<file path="config.mk">
export PLATFORM = sky130hd
export DESIGN_NAME = sigchk
export DESIGN_NICKNAME = d
export VERILOG_FILES = /design/src/rtl/sigchk_pkg.sv /design/src/rtl/sigchk_popcnt8.sv /design/src/rtl/sigchk.sv
export SDC_FILE = /design/constraint.sdc
export NUM_CORES = 1
export LEC_CHECK = 0
export CAP_MARGIN = 20
export CORE_ASPECT_RATIO = 2
export CORE_MARGIN = 2
export CORE_UTILIZATION = 69
export DETAILED_ROUTE_END_ITERATION = 8
export DONT_BUFFER_PORTS = 1
export PLACE_DENSITY = 0.87
export SLEW_MARGIN = 5
export SYNTH_ARGS = -nofsm -noshare
export SYNTH_HDL_FRONTEND = slang
export SYNTH_SLANG_ARGS = --single-unit
</file>
<file path="constraint.sdc">
create_clock -name clk -period 14.19 [get_ports clk]
set_clock_uncertainty 0.1 [all_clocks]
set_input_delay 0.7095 -clock clk [delete_from_list [all_inputs] [get_ports clk]]
set_output_delay 0.7095 -clock clk [all_outputs]
set_load 0.02 [all_outputs]
</file>
<file path="src/rtl/sigchk_pkg.sv">
// Shared definitions for the sigchk sequence checker: FSM state encoding,
// symbol width and the default lock/unlock run lengths.
package sigchk_pkg;

  typedef enum logic [0:0] {
    HUNT   = 1'b0,
    LOCKED = 1'b1
  } state_e;

  localparam int SYM_W          = 8;
  localparam int LOCK_CNT_DEF   = 4;
  localparam int UNLOCK_CNT_DEF = 8;

endpackage

</file>
<file path="src/rtl/sigchk_popcnt8.sv">
// Combinational population count of an 8-bit word (0..8), used to weigh
// symbol errors by the number of flipped bits.
module popcnt8 (
  input  logic [7:0] din,
  output logic [3:0] cnt
);

  // Add up the set bits of the input word
  always_comb begin
    cnt = 4'd0;
    for (int i = 0; i < 8; i++) begin
      cnt = cnt + {3'd0, din[i]};
    end
  end

endmodule

</file>
<file path="src/rtl/sigchk.sv">
// Incrementing-sequence checker: hunts for LOCK_CNT in-order symbols, then
// counts symbol and bit errors while locked, dropping lock after UNLOCK_CNT
// consecutive mismatches.
module sigchk
  import sigchk_pkg::*;
#(
  parameter int LOCK_CNT   = LOCK_CNT_DEF,
  parameter int UNLOCK_CNT = UNLOCK_CNT_DEF,
  parameter int CNT_W      = 32
) (
  input  logic             clk,
  input  logic             rst,
  input  logic             en,
  input  logic [SYM_W-1:0] data,
  input  logic             clr,
  output logic             locked,
  output logic [CNT_W-1:0] sym_cnt,
  output logic [CNT_W-1:0] sym_err_cnt,
  output logic [CNT_W-1:0] bit_err_cnt,
  output logic             err_pulse
);

  localparam logic [0:0] ST_HUNT    = HUNT;
  localparam logic [0:0] ST_LOCKED  = LOCKED;
  localparam logic [8:0] LOCK_CMP   = 9'(LOCK_CNT);
  localparam logic [8:0] UNLOCK_CMP = 9'(UNLOCK_CNT);
  localparam logic [CNT_W-1:0] CNT_MAX = {CNT_W{1'b1}};

  logic [0:0]       state_r;
  logic [0:0]       state_nxt_s;
  logic [7:0]       exp_r;
  logic [7:0]       exp_nxt_s;
  logic [7:0]       run_r;
  logic [7:0]       run_nxt_s;
  logic [8:0]       run_inc_s;
  logic             match_s;
  logic             sym_inc_s;
  logic             err_s;
  logic [3:0]       pop_s;
  logic [CNT_W:0]   bit_sum_s;
  logic [CNT_W-1:0] sym_cnt_nxt_s;
  logic [CNT_W-1:0] sym_err_nxt_s;
  logic [CNT_W-1:0] bit_err_nxt_s;

  popcnt8 u_popcnt8 (
    .din (data ^ exp_r),
    .cnt (pop_s)
  );

  // Sample classification and next FSM / expected / run values
  always_comb begin
    match_s     = (data == exp_r);
    run_inc_s   = {1'b0, run_r} + 9'd1;
    state_nxt_s = state_r;
    exp_nxt_s   = exp_r;
    run_nxt_s   = run_r;
    sym_inc_s   = 1'b0;
    err_s       = 1'b0;
    if (en) begin
      case (state_r)
        ST_HUNT: begin
          // Hunting reseeds from the received symbol every sample
          exp_nxt_s = data + 8'd1;
          if (match_s) begin
            if (run_inc_s == LOCK_CMP) begin
              state_nxt_s = ST_LOCKED;
              run_nxt_s   = 8'd0;
            end else begin
              run_nxt_s = run_inc_s[7:0];
            end
          end else begin
            run_nxt_s = 8'd0;
          end
        end
        ST_LOCKED: begin
          sym_inc_s = 1'b1;
          if (match_s) begin
            exp_nxt_s = exp_r + 8'd1;
            run_nxt_s = 8'd0;
          end else begin
            err_s = 1'b1;
            if (run_inc_s == UNLOCK_CMP) begin
              state_nxt_s = ST_HUNT;
              run_nxt_s   = 8'd0;
              exp_nxt_s   = data + 8'd1;
            end else begin
              run_nxt_s = run_inc_s[7:0];
              exp_nxt_s = exp_r + 8'd1;
            end
          end
        end
        default: begin
          state_nxt_s = ST_HUNT;
          run_nxt_s   = 8'd0;
          exp_nxt_s   = 8'd0;
        end
      endcase
    end else begin
      state_nxt_s = state_r;
    end
  end

  // Saturating next values for the statistics counters
  always_comb begin
    bit_sum_s = {1'b0, bit_err_cnt} + (CNT_W+1)'(pop_s);
    if (sym_cnt == CNT_MAX) begin
      sym_cnt_nxt_s = CNT_MAX;
    end else begin
      sym_cnt_nxt_s = sym_cnt + {{(CNT_W-1){1'b0}}, 1'b1};
    end
    if (sym_err_cnt == CNT_MAX) begin
      sym_err_nxt_s = CNT_MAX;
    end else begin
      sym_err_nxt_s = sym_err_cnt + {{(CNT_W-1){1'b0}}, 1'b1};
    end
    // A multi-bit add can jump past all-ones, so clamp on the carry
    if (bit_sum_s[CNT_W]) begin
      bit_err_nxt_s = CNT_MAX;
    end else begin
      bit_err_nxt_s = bit_sum_s[CNT_W-1:0];
    end
  end

  // State, expected symbol, run length, outputs and statistics registers
  always_ff @(posedge clk) begin
    if (rst) begin
      state_r     <= ST_HUNT;
      exp_r       <= 8'd0;
      run_r       <= 8'd0;
      locked      <= 1'b0;
      err_pulse   <= 1'b0;
      sym_cnt     <= {CNT_W{1'b0}};
      sym_err_cnt <= {CNT_W{1'b0}};
      bit_err_cnt <= {CNT_W{1'b0}};
    end else begin
      state_r   <= state_nxt_s;
      exp_r     <= exp_nxt_s;
      run_r     <= run_nxt_s;
      locked    <= (state_nxt_s == ST_LOCKED);
      err_pulse <= err_s;
      if (clr) begin
        sym_cnt     <= {CNT_W{1'b0}};
        sym_err_cnt <= {CNT_W{1'b0}};
        bit_err_cnt <= {CNT_W{1'b0}};
      end else begin
        if (sym_inc_s) begin
          sym_cnt <= sym_cnt_nxt_s;
        end
        if (err_s) begin
          sym_err_cnt <= sym_err_nxt_s;
          bit_err_cnt <= bit_err_nxt_s;
        end
      end
    end
  end

endmodule

</file>
==> summary.log <==
[run_status] result of the run complete, no violations
[sta] highest clock frequency the design can meet 190 MHz
[clock_network] TritonCTS buffer count 17
[clock_network] Post-CTS Repair Setup Buffers 0
[route] Antenna Violating Nets Remaining 0
[clock_network] clock latency on the worst-skew pair 0.41 ns
[synthesis] most instantiated flip-flop cell in the synthesis netlist sky130_fd_sc_hd__dfxtp_1
[floorplanning] vertical die dimension 139 um
[critical_path] Critical Path AT 5.49 ns
[synthesis] syn_area_per_cell 8.08 um2
[final_layout] final standard cell utilization of the core 0.774
[final_layout] Storage cell area 0.00228 mm2
[floorplanning] die area 0.00989 mm2
[placed_design] weighted congestion reported at the end of routability-driven placement 0.915
[placed_design] IO Port Bufs 0
[route] Routed WL per cell 19.4 um
[flow_run] MaxCap Viol Count 0
[final_layout] layout overhead on the synthesized area 10.0%
[critical_path] Max FO, Critical Path 20
[critical_path] type of element launching the critical path flip-flop
[pwr] Max rail drop VDD 0.0000956 V
[final_layout] NumNets Final 789
[pwr] cell leakage power 0.00237 uW
[grt] maximum number of pins on one net before global-route repair 82
[placed_design] total half-perimeter wirelength after legalization and detailed placement 11.4 mm
[floorplanning] width of the die 71.3 um
[hold_path] class of the most critical hold timing path primary input to flip-flop
[route] wirelength, routed 16.9 mm
[synthesis] most used standard cell by instance count after synthesis sky130_fd_sc_hd__dfxtp_1
[sta] shortest clock period the worst path allows after layout 5.26 ns
[synthesis] Yosys top cell area share 0.365
[clock_network] number of H-tree levels 4
[synthesis] most frequent cells after synthesis sky130_fd_sc_hd__dfxtp_1, sky130_fd_sc_hd__nand2_1, sky130_fd_sc_hd__a21oi_1, sky130_fd_sc_hd__nor2_1, sky130_fd_sc_hd__nand3_1
[floorplanning] initial standard-cell utilization of the core 0.704
[sta] worst-margin pin slew 0.922 ns
[final_layout] layout cell share with drive strength beyond 1 0.0636
[floorplanning] total I/O pin count 110
[synthesis] leading cell types by total area after synthesis sky130_fd_sc_hd__dfxtp_1, sky130_fd_sc_hd__a21oi_1, sky130_fd_sc_hd__xor2_1
[sta] unrepaired setup endpoints after global routing no
[synthesis] Synthesized Nets 805
[clock_network] cell chosen for the clock root sky130_fd_sc_hd__clkbuf_16
[synthesis] ys async rst share 0
[clock_network] clock slew at the register clock pins of the worst setup and hold paths 0.05 ns
[floorplanning] Core Area 0.00889 mm2
[floorplanning] Core Rows 49
[synthesis] post-synthesis instance area 0.00625 mm2
[final_layout] Multi-input gate area 0.00372 mm2
[synthesis] number of enable flip-flop cells after synthesis 0
[grt] global-route wire length before repair 27.9 mm
[synthesis] area leader, netlist sky130_fd_sc_hd__dfxtp_1
[grt] GR Util All Layers 0.347
[sta] Slew headroom 0.385
[route] Initial DRT Pass Iterations 6
[clock_network] number of clock sinks 114
[final_layout] antenna diode count 0
[sta] final number of hold-violating endpoints 0
[route] via count of the routed design 6021
[synthesis] share of synthesized area occupied by flip-flops and latches 0.365
[clock_network] number of cells upsized or downsized after cts 0
[grt] Congestion Overflow GR 0
[route] via/cell ratio 6.90
[clock_network] Clock Path Buffers 2
[synthesis] synthesized flop and latch total 114
[clock_network] clock tree from TritonCTS done
[sta] number of slew-limit violations in the final report 0
[grt] antenna violations before repair 0
[final_layout] finished layout cell area 0.00688 mm2
[critical_path] CP Data Required Time 14.42 ns
[sta] Final Setup Violations 0
[grt] number of global-route vias before repair 5964
[final_layout] fill cell instance count of the final layout 612
[critical_path] WS Path Type flip-flop to flip-flop
[synthesis] number of synthesis warnings 0
[synthesis] post-synth cell types 52
[placed_design] area post-placement 0.00626 mm2
[synthesis] post-synthesis instance total 774
[pwr] total power per unit cell area 121 mW/mm2
[route] DRC violation count after routing 0
[sta] setup TNS after final layout 0 ns
[critical_path] Setup crit end kind flip-flop
[clock_network] total of hold buffers inserted after clock tree synthesis 0
[sta] crit share post-route 0.371
[route] drt first-iter violations 677
## critical path, stage by stage (launching register included)
cell and delay, ns:
sky130_fd_sc_hd__dfxtp_1 0.38, sky130_fd_sc_hd__xor2_1 0.21, sky130_fd_sc_hd__inv_1 0.07, sky130_fd_sc_hd__ha_1 0.31
sky130_fd_sc_hd__inv_1 0.06, sky130_fd_sc_hd__fa_1 0.45, sky130_fd_sc_hd__fa_1 0.50, sky130_fd_sc_hd__inv_1 0.05
sky130_fd_sc_hd__fa_1 0.37, sky130_fd_sc_hd__inv_1 0.08, sky130_fd_sc_hd__fa_1 0.44, sky130_fd_sc_hd__fa_1 0.45
sky130_fd_sc_hd__nor2b_1 0.11, sky130_fd_sc_hd__o21ai_0 0.11, sky130_fd_sc_hd__a2111o_1 0.48, sky130_fd_sc_hd__nor2_1 0.20
sky130_fd_sc_hd__nand2_1 0.46, sky130_fd_sc_hd__a31oi_1 0.32
## cell type report
cell class                 count  area share
tap                          102      0.0185
clock buffer                  21      0.0669
inverter                      26      0.0142
clock inverter                10      0.0229
timing repair buffer           5     0.00546
multi-input combinational    594       0.540
sequential                   114       0.332
## sequential cells by signal, summed over array words and instances (netlist names)
register     flops
exp_r            8
run_r            8
bit_err_cnt     32
sym_err_cnt     32
sym_cnt         32
state_r          1
err_pulse        1
## metrics by stage
step	total power, uW	setup slack (ns)	cells	hold WS (ns)
2_1_floorplan	375	9.23	774	0.359
3_3_place_gp	383	8.88	841	0.369
5_1_grt	859	8.66	872	0.253
6_report	832	8.93	872	0.265
4_1_cts	832	8.98	872	0.259
3_5_place_dp	386	8.70	841	0.379
## path summary, 6_finish.rpt
kind | slack [ns] | startpoint | to | cells after the start
worst max register to register | 8.93 | exp_r[1] | bit_err_cnt[25] | 17
worst min-delay path | 0.27 | rst | err_pulse | 1
worst max-delay path | 8.93 | exp_r[1] | bit_err_cnt[25] | 17
worst min register to register | 0.42 | run_r[7] | run_r[7] | 2
## cell families (layout without fill, tap and decap cells)
group / Yosys count / in the layout / share of synthesized area
AND/OR/NAND/NOR: 326 / 326 / 0.270
AO/OA/AOI/OAI: 167 / 167 / 0.163
flip-flops: 114 / 114 / 0.365
XOR/XNOR: 72 / 72 / 0.101
buffers and inverters: 66 / 62 / 0.0414
adder cells (fa/ha/maj): 19 / 19 / 0.0440
multiplexers: 10 / 10 / 0.0164
## cells in the final DEF, fill, tap and decap left out, drive strengths merged, types with 3 or more instances in the layout
cell type    n
fa           5
nor2b        4
o21a         5
and2        17
nor4        14
nand4       34
a211oi       8
and3        21
o2bb2ai      3
xor2        37
o211a        3
dfxtp      114
o22ai        5
nor3        35
inv         26
or3          8
or2          5
a31oi       21
clkinvlp     3
nand2       71
ha          14
mux2i        8
clkbuf      21
and4        12
bufinv       4
xnor2       35
o21ai       34
nor2        53
buf          5
a21oi       70
nand3       44
clkinv       3
## per-layer routing
layer | track usage | up-vias | part of all wire
met4 | 0.204 | 0 | 0.050
met3 | 0.111 | 84 | 0.084
met2 | 0.595 | 348 | 0.53
met5 | 0 | - | 0
li1 | - | 2759 | -
met1 | 0.358 | 2830 | 0.34
## power by group
part	internal (uW)	switching [uW]	total, uW	leakage, uW
registers	322	2.26	324	0.000919
clock network	301	149	449	0.000295
logic	24.6	34.3	58.9	0.00115
Note: power is estimated with default switching activity, not from simulation.
